<file path="src/rtl/usr_pkg.sv">
// usr_pkg: shared op encodings and FSM state type for the universal shift register
package usr_pkg;
  typedef enum logic [1:0] {OP_HOLD = 2'b00, OP_SHR = 2'b01, OP_SHL = 2'b10, OP_LOAD = 2'b11} op_e;
  typedef enum logic [1:0] {IDLE = 2'b00, RUN = 2'b01, DONE = 2'b10} state_e;
endpackage

</file>
<file path="src/rtl/usr_fsm_ctrl_param_if.sv">
// usr_fsm_ctrl_param_if: command/status bundle of the USR controller
// master drives exe/slide/count/rotate/ser_in/d_in; slave returns q_out/busy/done
interface usr_fsm_ctrl_param_if #(parameter int WIDTH = 4, parameter int CNT_W = 3);
  logic             exe;
  logic [1:0]       slide;
  logic [CNT_W-1:0] count;
  logic             rotate;
  logic             ser_in;
  logic [WIDTH-1:0] d_in;
  logic [WIDTH-1:0] q_out;
  logic             busy;
  logic             done;
  modport master (output exe, slide, count, rotate, ser_in, d_in, input q_out, busy, done);
  modport slave  (input exe, slide, count, rotate, ser_in, d_in, output q_out, busy, done);
endinterface

</file>
<file path="src/rtl/usr_datapath.sv">
// usr_datapath: WIDTH-bit shift/load register advanced one step per enabled clock
// ports: clk, reset (async low), step enable, op, rot, ser_in, ld -> q
module usr_datapath
  import usr_pkg::*;
#(
  parameter int WIDTH = 4
) (
  input  logic             clk,
  input  logic             reset,
  input  logic             step,
  input  op_e              op,
  input  logic             rot,
  input  logic             ser_in,
  input  logic [WIDTH-1:0] ld,
  output logic [WIDTH-1:0] q
);
  logic [WIDTH-1:0] q_q, q_d;
  logic             s_r, s_l;
  always_comb begin
    s_r = rot ? q_q[0] : ser_in;
    s_l = rot ? q_q[WIDTH-1] : ser_in;
    q_d = !step           ? q_q :
          (op == OP_SHR)  ? {s_r, q_q[WIDTH-1:1]} :
          (op == OP_SHL)  ? {q_q[WIDTH-2:0], s_l} :
          (op == OP_LOAD) ? ld : q_q;
  end
  always_ff @(posedge clk or negedge reset)
    if (!reset) q_q <= '0;
    else        q_q <= q_d;
  assign q = q_q;
endmodule

</file>
<file path="src/rtl/usr_fsm_ctrl_param.sv">
// usr_fsm_ctrl_param: exe-edge triggered controller running hold/shift/load on a USR
// ports: clk, reset (async low), bus (slave: exe/slide/count/rotate/ser_in/d_in in, q_out/busy/done out)
module usr_fsm_ctrl_param
  import usr_pkg::*;
#(
  parameter int WIDTH = 4,
  parameter int CNT_W = 3
) (
  input logic                  clk,
  input logic                  reset,
  usr_fsm_ctrl_param_if.slave  bus
);
  state_e           state_q, state_d;
  op_e              op_q, op_d;
  logic             rot_q, rot_d;
  logic [WIDTH-1:0] ld_q, ld_d;
  logic [CNT_W-1:0] cnt_q, cnt_d;
  logic             exe_q;
  logic             rise, step, shift_op, last;
  assign rise = bus.exe & ~exe_q;
  assign shift_op = (op_q == OP_SHR) || (op_q == OP_SHL);
  // exit is decided on the current count, so cnt reaches 0 at most and never wraps
  assign last = !shift_op || (cnt_q == CNT_W'(1));
  always_comb begin
    state_d = state_q;
    op_d    = op_q;
    rot_d   = rot_q;
    ld_d    = ld_q;
    cnt_d   = cnt_q;
    step    = 1'b0;
    case (state_q)
      IDLE: if (rise) begin
        op_d    = op_e'(bus.slide);
        rot_d   = bus.rotate;
        ld_d    = bus.d_in;
        cnt_d   = bus.count;
        state_d = ((bus.slide == OP_SHR || bus.slide == OP_SHL) && bus.count == '0) ? DONE : RUN;
      end
      RUN: begin
        step    = 1'b1;
        cnt_d   = shift_op ? cnt_q - CNT_W'(1) : cnt_q;
        state_d = last ? DONE : RUN;
      end
      DONE:    state_d = IDLE;
      default: state_d = IDLE;
    endcase
  end
  always_ff @(posedge clk or negedge reset)
    if (!reset) begin
      state_q <= IDLE;
      op_q    <= OP_HOLD;
      rot_q   <= 1'b0;
      ld_q    <= '0;
      cnt_q   <= '0;
      exe_q   <= 1'b0;
    end else begin
      state_q <= state_d;
      op_q    <= op_d;
      rot_q   <= rot_d;
      ld_q    <= ld_d;
      cnt_q   <= cnt_d;
      exe_q   <= bus.exe;
    end
  usr_datapath #(.WIDTH(WIDTH)) u_dp (
    .clk    (clk),
    .reset  (reset),
    .step   (step),
    .op     (op_q),
    .rot    (rot_q),
    .ser_in (bus.ser_in),
    .ld     (ld_q),
    .q      (bus.q_out)
  );
  assign bus.busy = (state_q == RUN);
  assign bus.done = (state_q == DONE);
endmodule

</file>
<file path="src/flat_wrapper.sv">
// flat-port wrapper written by rule: the top's interface ports become plain ports
module usr_fsm_ctrl_param_flat import usr_pkg::*;
#(
  parameter int WIDTH = 4,
  parameter int CNT_W = 3
)
  (clk, reset, bus_exe, bus_slide, bus_count, bus_rotate, bus_ser_in, bus_d_in, bus_q_out, bus_busy, bus_done);
  usr_fsm_ctrl_param_if #(.WIDTH(WIDTH), .CNT_W(CNT_W)) bus_i ();
  input logic clk;
  input logic reset;
  input wire logic [$bits(bus_i.exe)-1:0] bus_exe;
  input wire logic [$bits(bus_i.slide)-1:0] bus_slide;
  input wire logic [$bits(bus_i.count)-1:0] bus_count;
  input wire logic [$bits(bus_i.rotate)-1:0] bus_rotate;
  input wire logic [$bits(bus_i.ser_in)-1:0] bus_ser_in;
  input wire logic [$bits(bus_i.d_in)-1:0] bus_d_in;
  output wire logic [$bits(bus_i.q_out)-1:0] bus_q_out;
  output wire logic [$bits(bus_i.busy)-1:0] bus_busy;
  output wire logic [$bits(bus_i.done)-1:0] bus_done;
  assign bus_i.exe = bus_exe;
  assign bus_i.slide = bus_slide;
  assign bus_i.count = bus_count;
  assign bus_i.rotate = bus_rotate;
  assign bus_i.ser_in = bus_ser_in;
  assign bus_i.d_in = bus_d_in;
  assign bus_q_out = bus_i.q_out;
  assign bus_busy = bus_i.busy;
  assign bus_done = bus_i.done;
  usr_fsm_ctrl_param #(.WIDTH(WIDTH), .CNT_W(CNT_W)) u_core (.clk(clk), .reset(reset), .bus(bus_i));
endmodule
</file>
<file path="config.mk">
export PLATFORM = sky130hd
export DESIGN_NAME = usr_fsm_ctrl_param_flat
export DESIGN_NICKNAME = d
export VERILOG_FILES = /design/src/rtl/usr_pkg.sv /design/src/rtl/usr_fsm_ctrl_param_if.sv /design/src/rtl/usr_datapath.sv /design/src/rtl/usr_fsm_ctrl_param.sv /design/src/flat_wrapper.sv
export SDC_FILE = /design/constraint.sdc
export NUM_CORES = 1
export LEC_CHECK = 0
export BUFFER_PORTS_ARGS = -buffer_cell sky130_fd_sc_hd__buf_2
export CORE_MARGIN = 5
export CORE_UTILIZATION = 50
export DETAILED_ROUTE_END_ITERATION = 16
export GPL_TIMING_DRIVEN = 0
export PLACE_DENSITY = 0.72
export SLEW_MARGIN = 25
export SYNTH_ARGS = -nofsm -noshare
export SYNTH_HDL_FRONTEND = slang
export SYNTH_HIERARCHICAL = 1
export SYNTH_SLANG_ARGS = --single-unit
</file>
<file path="constraint.sdc">
create_clock -name clk -period 2.2 [get_ports clk]
set_clock_uncertainty 0.05 [all_clocks]
set_input_delay 0.33 -clock clk [delete_from_list [all_inputs] [get_ports clk]]
set_output_delay 0.33 -clock clk [all_outputs]
set_load 0.02 [all_outputs]
</file>
=== Word-level counts from Yosys, hierarchy flattened ===
Index checks and enable logic that the tools add are counted.

* Divide/modulo/power cells: 0
* Bitwise operators: 2
* Shifts and indexed selects: 0
* Equal/unequal tests: 10
* Mux-type cells: 13
* Reductions and logical operators: 12
* $lt $le $gt $ge: 0
* Multipliers: 0
* $add $sub $neg: 1

{| class="wikitable"
|+ Operators with widths
! operator !! number
|-
| $mux 4 || 3
|-
| $eq 2x2->1 const B || 4
|-
| $eq 2x1->1 const B || 3
|-
| $mux 2 || 3
|-
| $mux 3 || 2
|-
| $pmux 3 s2 || 1
|-
| $ne 2x1->1 const B || 2
|-
| $pmux 2 s2 || 1
|-
| $reduce_and 2->1 || 2
|-
| $eq 3x1->1 const B || 1
|-
| $logic_not 3->1 || 1
|-
| $logic_or 1x1->1 || 3
|-
| $mux 1 || 3
|-
| $reduce_and 3->1 || 1
|-
| $reduce_bool 3->1 || 1
|-
| $sub 3x1->3 const B || 1
|-
| $logic_not 2->1 || 1
|-
| $reduce_bool 2->1 || 1
|-
| $and 1x1->1 || 1
|-
| $logic_and 1x1->1 || 1
|-
| $logic_not 1->1 || 1
|-
| $not 1->1 || 1
|}

* Bits in read-only memories: 0
* Output and inout port bits: 6
* Bits in latches: 0
* Input bits: 14
* Memories kept: 0
* Register bits: 17
* Logic and storage cells: 45
* Bits in writable memories: 0

=== Depth between registers and ports, before layout ===
Gate-level depths: netlist (run 1).

* Depth in word-level cells: 6
* Mapped depth: 5

=== Hierarchy ===
The synthesis (run 1) kept the hierarchy.

{| class="wikitable"
|+ Modules (own cells, without submodules)
! module !! cells each !! area each (sq um) !! instances
|-
| usr_fsm_ctrl_param || 64 || 653.1 || 1
|-
| usr_datapath || 32 || 291.5 || 1
|}

=== Least setup slack after synthesis (run 1) ===
Ideal clock, no wire load.

* Path kind: reg-to-reg
* From: register u_core.state_q[0]
* To: register u_core.u_dp.q_q[3], in the netlist u_core/u_dp/q[3]
* Data arrival time: 1698 ps
* Stages on the path, launching flop included: 6
* Period minus slack after synthesis: 1883 ps
* Path slack: 317 ps
* Buffers on the path: 1
* Cell sequence: dfrtp_1 nor2b_1 buf_4 nand2_2 a2111oi_1 nor3_1

* Cells in the longest elaborated chain, start to end: 3

{| class="wikitable"
|+ Ends and longest elaborated chain
! item !! RTL line !! source
|-
| start: declaration || usr_fsm_ctrl_param.sv:13 || <nowiki>state_e state_q, state_d;</nowiki>
|-
| start signal: assignment || usr_fsm_ctrl_param.sv:57 || <nowiki>state_q <= state_d;</nowiki>
|-
| $eq 2x1->1 || -- ||
|-
| named net bus_busy || flat_wrapper.sv:18 || <nowiki>output wire logic [$bits(bus_i.busy)-1:0] bus_busy;</nowiki>
|-
| $mux 1 || usr_fsm_ctrl_param.sv:31 || <nowiki>case (state_q)</nowiki>
|-
| $reduce_and 2->1 (no line) || -- ||
|-
| end signal: assignment || usr_datapath.sv:29 || <nowiki>else q_q <= q_d;</nowiki>
|-
| end: declaration || usr_datapath.sv:17 || <nowiki>logic [WIDTH-1:0] q_q, q_d;</nowiki>
|}

The timed path passes the listed nets, and every way through them passes these cells.
A chain may end at the register's enable or synchronous reset.

=== Worst setup path after layout (run 1) ===
* From: register u_core.state_q[0]
* To: register u_core.u_dp.q_q[3], in the netlist u_core/u_dp/q[3]

* Cells in the longest elaborated chain, start to end: 3

{| class="wikitable"
|+ Ends and longest elaborated chain
! item !! RTL line
|-
| $eq 2x1->1 || usr_fsm_ctrl_param.sv:31
|-
| $mux 1 || usr_fsm_ctrl_param.sv:31
|-
| $reduce_and 2->1 (no line) || --
|}

Every way passes these cells.

==> summary.log, run 1 <==
qor: yosys.yosysMostFrequentCell sky130_fd_sc_hd__nand2_1
qor: setup_path.timing.critical_path.from_type register
qor: clock_tree.cts_made_buffers 3
qor: detailed_routing.routed_via_density 5.39
qor: detailed_routing.num_vias 782
qor: yosys.synthesis.area 945 µm²
qor: finish.antenna_cells_inserted 0
qor: yosys.ys_dominant_reg_cell sky130_fd_sc_hd__dfrtp_1
qor: finish.drive_above_1_share 0.317
qor: global_route.total_grt_usage 0.160
qor: detailed_routing.drt_drc_violations_left 0
qor: global_route.grt_antenna_before_repair 0
qor: setup_path.timing.critical_path.buf_inv 1
qor: timing.maxClockFrequency 541 MHz
qor: clock_tree.cts.repair_timing.setup_buffer_count 0
qor: timing.min_period_over_period 0.841
qor: timing.worstMarginPinSlew 420 ps
qor: setup_path.crit_path_top_delay_cell sky130_fd_sc_hd__dfrtp_1
qor: setup_path.crit_path_cell_trace nor2b_1 -> buf_4 -> nand2_2 -> a2111oi_1 -> nor3_1
qor: timing.unrepaired_setup_endpoints_after_global_routing no
qor: setup_path.crit_family simple AND/OR/NAND/NOR gates
qor: pwr.total_switching_power 675 µW
qor: clock_tree.cts_hold_repair.buffers 1
qor: timing.hold_viol 0
qor: job.max_cap_viol_count 0
qor: yosys.syn_inst 96
qor: yosys.mappedNetlistNets 112
qor: yosys.netlist_top_cells_area sky130_fd_sc_hd__dfrtp_1 (45%), sky130_fd_sc_hd__nand2_1 (8.3%), sky130_fd_sc_hd__ha_1 (2.6%), sky130_fd_sc_hd__buf_6 (2.4%), sky130_fd_sc_hd__inv_1 (2.4%)
qor: placed_design.port_buffers 19
qor: timing.final-max-slew-violation-count 0
qor: placed_design.detailedPlacementHpwl 1430 µm
qor: clock_tree.cts_tree yes
qor: yosys.synth_largest_type_area_fraction 0.450
qor: clock_tree.cts-root-to-sink-buffers 2
qor: pwr.clock_power_share 0.108
qor: pwr.cellInternalPower 865 µW
qor: timing.fin_setup_tns 0 ps
qor: yosys.synth-seq-cells 17
qor: placed_design.weighted_congestion_at_the_end_of_routability_driven_global_placement 0.874
qor: floorplan.pin_count 20
qor: placed_design.placed_area 0.00107 mm²
qor: detailed_routing.dr.first_iter.drc_count 13
qor: yosys.synth_top_cell_by_area sky130_fd_sc_hd__dfrtp_1
qor: pwr.seq_power_share 0.400
qor: setup_path.crit_type reg2reg
qor: timing.final_report_setup_violation_count 0
qor: timing.layout_min_cycle_time 1850 ps
qor: floorplan.fp.dieW 53.5 µm
qor: setup_path.critical_path_required 2320 ps
qor: setup_path.worstSetupEndpointType register
qor: yosys.yosysWarningCount 6
qor: detailed_routing.wl_per_cell 13.3 µm
qor: finish.design_area 0.00111 mm²
qor: timing.relative_slew_slack 0.718
qor: global_route.grt_start_max_net_pins 18
qor: clock_tree.clock_tree.root_cell sky130_fd_sc_hd__clkbuf_4
qor: detailed_routing.route.antenna.remaining_nets 0
qor: clock_tree.postCtsResizedCells 0
qor: yosys.synth_edf_count 0
qor: finish.stdcell_count 145
qor: setup_path.crit_path_arrival_time 1970 ps
qor: floorplan.die_area 0.00286 mm²
qor: detailed_routing.first_pass_iters 4
qor: pwr.p_leak 0.000527 µW
qor: yosys.ys_async_sr_fraction 1.00
qor: global_route.grt_pass1_vias 739
qor: yosys.synth_common_cells sky130_fd_sc_hd__nand2_1 (21), sky130_fd_sc_hd__dfrtp_1 (17), sky130_fd_sc_hd__inv_1 (6)
qor: yosys.synth.distinct_cells 42
qor: finish.area.growth.synth_to_final 17.4%
qor: clock_tree.htree_levels 1
qor: finish.layout.nets 137
qor: detailed_routing.drt_wl_total 1930 µm
qor: placed_design.placed_cells 140
qor: pwr.powerDensity 1390 mW/mm²
qor: pwr.swShare 0.438
qor: pwr.vdd.ir_drop.worst 0.827 mV
qor: setup_path.cp_max_fo 10
qor: setup_path.crit_path_max_incr_delay 450 ps
qor: worst_hold_path.hold_class in2reg
qor: floorplan.die_h 53.5 µm
qor: floorplan.core-area 0.00176 mm²
qor: pwr.power_share_of_the_combinational_group 0.492
qor: clock_tree.cts.sinks 17
qor: clock_tree.clk_latency 290 ps
qor: floorplan.rows 15
qor: outcome.status finished clean
qor: yosys.syn_avg_cell_area 9.84 µm²
qor: global_route.grt_pass1_wl 3310 µm
qor: global_route.grt-ovfl-total 0
qor: yosys.synth.yosys.seq_area_share 0.450
qor: clock_tree.cts.reportedPaths.clkPinSlew 100 ps
qor: floorplan.floorplan.initialDensity 0.535
-- registers in the layout (all words and copies together) (netlist names) --
name and flops:
u_core/cnt_q 3, u_core/u_dp/q 4, u_core/ld_q 4, u_core/exe_q 1, u_core/rot_q 1, u_core/state_q 2, u_core/op_q 2
-- area by class of cell --
class / instances / area, µm²
tap: 25 / 31.3
inverter: 6 / 22.5
fill: 161 / 656
sequential: 17 / 425
buffer: 4 / 37.5
timing repair buffer: 20 / 105
clock inverter: 1 / 5.00
clock buffer: 3 / 22.5
multi-input combinational: 69 / 459
-- worst paths after layout --
check                                     to  cells past startpoint  slack [ps]               from
min reg2reg                   u_core/ld_q[2]                      2         440     u_core/ld_q[2]
max reg2reg                 u_core/u_dp/q[3]                      5         350  u_core/state_q[0]
min                             u_core/exe_q                      1         130            bus_exe
max                         u_core/u_dp/q[3]                      5         350  u_core/state_q[0]
max in group asynchronous  u_core/state_q[0]                      2        1390              reset
min in group asynchronous   u_core/u_dp/q[2]                      2         430              reset
-- power by group through the flow --
stage / logic, µW / clock network, µW / registers, µW
floorplan: 556 / 0 / 620
global placement: 738 / 0 / 613
detailed placement: 758 / 0 / 620
CTS: 761 / 176 / 613
global route: 855 / 194 / 639
finish: 757 / 167 / 616
-- through the flow --
stage / setup slack, ps / hold WS, ps / utilization / total power (µW)
6_report: 350 / 130 / 0.628 / 1540
5_1_grt: 250 / 126 / 0.628 / 1690
4_1_cts: 362 / 120 / 0.628 / 1550
3_5_place_dp: 376 / 225 / 0.607 / 1380
3_3_place_gp: 379 / 227 / 0.607 / 1350
2_1_floorplan: 317 / -15.6 / - / 1180
-- routing by layer --
metal  track usage  part of all wire
met1         0.210              0.47
met2         0.253              0.48
met3        0.0366             0.037
met4        0.0553            0.0036
met5             0                 0
-- cell families after synthesis --
logic type                 synth area share
buffers and inverters                0.0636
DFF                                   0.450
adders and majority gates            0.0265
xor gates and xnor gates             0.0185
and+or+nand+nor                       0.258
muxes                                0.0119
AOI/OAI and AO/OA                     0.171
-- cells in the final DEF, fill, tap and decap left out, types with 2 or more instances in the layout --
cell type,instances
sky130_fd_sc_hd__dfrtp_1,17
sky130_fd_sc_hd__ha_1,2
sky130_fd_sc_hd__nand2_2,2
sky130_fd_sc_hd__nor2b_1,2
sky130_fd_sc_hd__o32ai_1,2
sky130_fd_sc_hd__buf_4,2
sky130_fd_sc_hd__nand2_1,21
sky130_fd_sc_hd__nor3_1,2
sky130_fd_sc_hd__a311oi_1,2
sky130_fd_sc_hd__buf_2,19
sky130_fd_sc_hd__inv_1,6
sky130_fd_sc_hd__buf_6,2
sky130_fd_sc_hd__nor2_1,2
sky130_fd_sc_hd__and2b_2,2
sky130_fd_sc_hd__clkbuf_4,3
sky130_fd_sc_hd__a21oi_1,3
sky130_fd_sc_hd__nand3b_1,2
Note: power is estimated with default switching activity, not from simulation.
==> run 2: changes to the inputs <==
CORE_UTILIZATION = 47   (was 50)
PLACE_DENSITY = 0.71   (was 0.72)
clock period = 1.57 ns   (was 2.2 ns; I/O delays follow)
==> summary.log, run 2 (synthesized netlist as in run 1, its figures left out) <==
qor: setup_path.crit_path_max_incr_delay 460 ps
qor: pwr.vdd.ir_drop.worst 1.12 mV
qor: setup_path.crit_path_cell_trace buf_6 -> and2b_2 -> buf_4
qor: job.max_cap_viol_count 0
qor: setup_path.timing.critical_path.from_type register
qor: setup_path.crit_path_top_delay_cell sky130_fd_sc_hd__dfrtp_2
qor: finish.drive_above_1_share 0.386
qor: clock_tree.cts_tree yes
qor: detailed_routing.drt_drc_violations_left 0
qor: placed_design.weighted_congestion_at_the_end_of_routability_driven_global_placement 0.837
qor: global_route.total_grt_usage 0.160
qor: detailed_routing.first_pass_iters 4
qor: timing.hold_viol 0
qor: setup_path.crit_path_arrival_time 1220 ps
qor: detailed_routing.route.antenna.remaining_nets 0
qor: finish.fillCellCount 174
qor: finish.final_util 0.630
qor: detailed_routing.drt_wl_total 2170 µm
qor: clock_tree.cts_made_buffers 3
qor: finish.antenna_cells_inserted 0
qor: setup_path.critical_path_required 1280 ps
qor: clock_tree.clk_latency 300 ps
qor: detailed_routing.wl_per_cell 14.1 µm
qor: global_route.grt_pass1_vias 776
qor: finish.mostFrequentLayoutCell sky130_fd_sc_hd__nand2_1
qor: timing.fin_setup_tns 0 ps
qor: global_route.grt_pass1_wl 3390 µm
qor: floorplan.die_h 54.8 µm
qor: pwr.powerDensity 1980 mW/mm²
qor: placed_design.port_buffers 19
qor: timing.worstMarginPinSlew 455 ps
qor: finish.layout.cells.most_common_list sky130_fd_sc_hd__nand2_1 (21), sky130_fd_sc_hd__buf_2 (18), sky130_fd_sc_hd__dfrtp_1 (16), sky130_fd_sc_hd__buf_4 (7), sky130_fd_sc_hd__inv_1 (6)
qor: global_route.grt_start_max_net_pins 18
qor: setup_path.crit_type reg2out
qor: clock_tree.htree_levels 1
qor: floorplan.rows 16
qor: timing.min_period_over_period 0.961
qor: detailed_routing.dr.first_iter.drc_count 22
qor: finish.area.growth.synth_to_final 29.5%
qor: floorplan.pin_count 20
qor: setup_path.worstSetupEndpointType output pin
qor: floorplan.floorplan.initialDensity 0.486
qor: clock_tree.cts-root-to-sink-buffers 2
qor: clock_tree.clock_tree.root_cell sky130_fd_sc_hd__clkbuf_4
qor: timing.maxClockFrequency 663 MHz
qor: placed_design.detailedPlacementHpwl 1430 µm
qor: clock_tree.cts.sinks 17
qor: setup_path.cp_max_fo 4
qor: timing.layout_min_cycle_time 1510 ps
qor: timing.final_report_setup_violation_count 0
qor: timing.relative_slew_slack 0.694
qor: floorplan.die_area 0.00301 mm²
qor: global_route.grt-ovfl-total 0
qor: clock_tree.cts.reportedPaths.clkPinSlew 110 ps
qor: finish.layout.nets 144
qor: global_route.grt_antenna_before_repair 0
qor: timing.whs 56.1 ps
qor: floorplan.fp.dieW 54.8 µm
qor: detailed_routing.routed_via_density 5.37
qor: timing.final-max-slew-violation-count 0
qor: detailed_routing.num_vias 827
qor: worst_hold_path.hold_class in2reg
qor: outcome.status finished clean
qor: floorplan.core-area 0.00194 mm²
qor: pwr.p_leak 0.000573 µW
==> run 2: cell type report <==
type                            count  area [µm²]  area share
Multi-Input combinational cell     70         515       0.421
Sequential cell                    17         427       0.349
Timing Repair Buffer               27         164       0.134
Buffer                              3        33.8      0.0276
Tap cell                           27        33.8      0.0276
Clock buffer                        3        22.5      0.0184
Inverter                            6        22.5      0.0184
Clock inverter                      1        5.00     0.00409
==> run 2: what timing repair did <==
item	4_1_cts	5_1_grt
setup buffers	3	4
setup endpoints to repair	2	13
resized for setup	3	8
endpoints found under the hold margin	17	0
cloned	0	1
pin swaps	0	1
hold buffers	1	0
==> run 2: worst paths after layout <==
path	slack, ps	from	end	depth (start not counted)
min in group asynchronous	350	reset	u_core/u_dp/q[1]	2
max in group asynchronous	820	reset	u_core/state_q[1]	2
worst min register to register	440	u_core/ld_q[0]	u_core/ld_q[0]	2
worst max-delay path	60	u_core/state_q[1]	bus_done	3
worst min-delay path	60	bus_exe	u_core/exe_q	1
worst max register to register	70	u_core/state_q[1]	u_core/op_q[0]	4
==> run 2: per-layer routing <==
metal	track usage	up-vias	routed length [µm]
met2	0.258	25	1040
met3	0.0490	2	112
met5	0	-	0
li1	-	406	-
met4	0.0498	0	18
met1	0.203	394	999
==> run 2: worst max-delay path: cells and delay by family, from the launching register on <==
family | cells | cell delay (ps)
flip-flops | 1 | 460
buffers and inverters | 2 | 280
AND/OR/NAND/NOR | 1 | 180
==> run 2: power breakdown <==
group / internal [µW] / leakage, µW / switching [µW]
clock network: 94.8 / 0.0000177 / 143
logic: 634 / 0.000350 / 684
registers: 646 / 0.000205 / 226
total: 1370 / 0.000573 / 1050
==> run 2: per-stage QoR <==
step,power [µW],setup slack (ps),cells,instance area [µm²]
3_3_place_gp,1910,-32.2,142,1080
6_report,2430,61.8,154,1220
3_5_place_dp,1940,-42.3,142,1080
5_1_grt,2630,-12.6,154,1220
4_1_cts,2270,6.51,150,1150
2_1_floorplan,1670,5.57,96,952
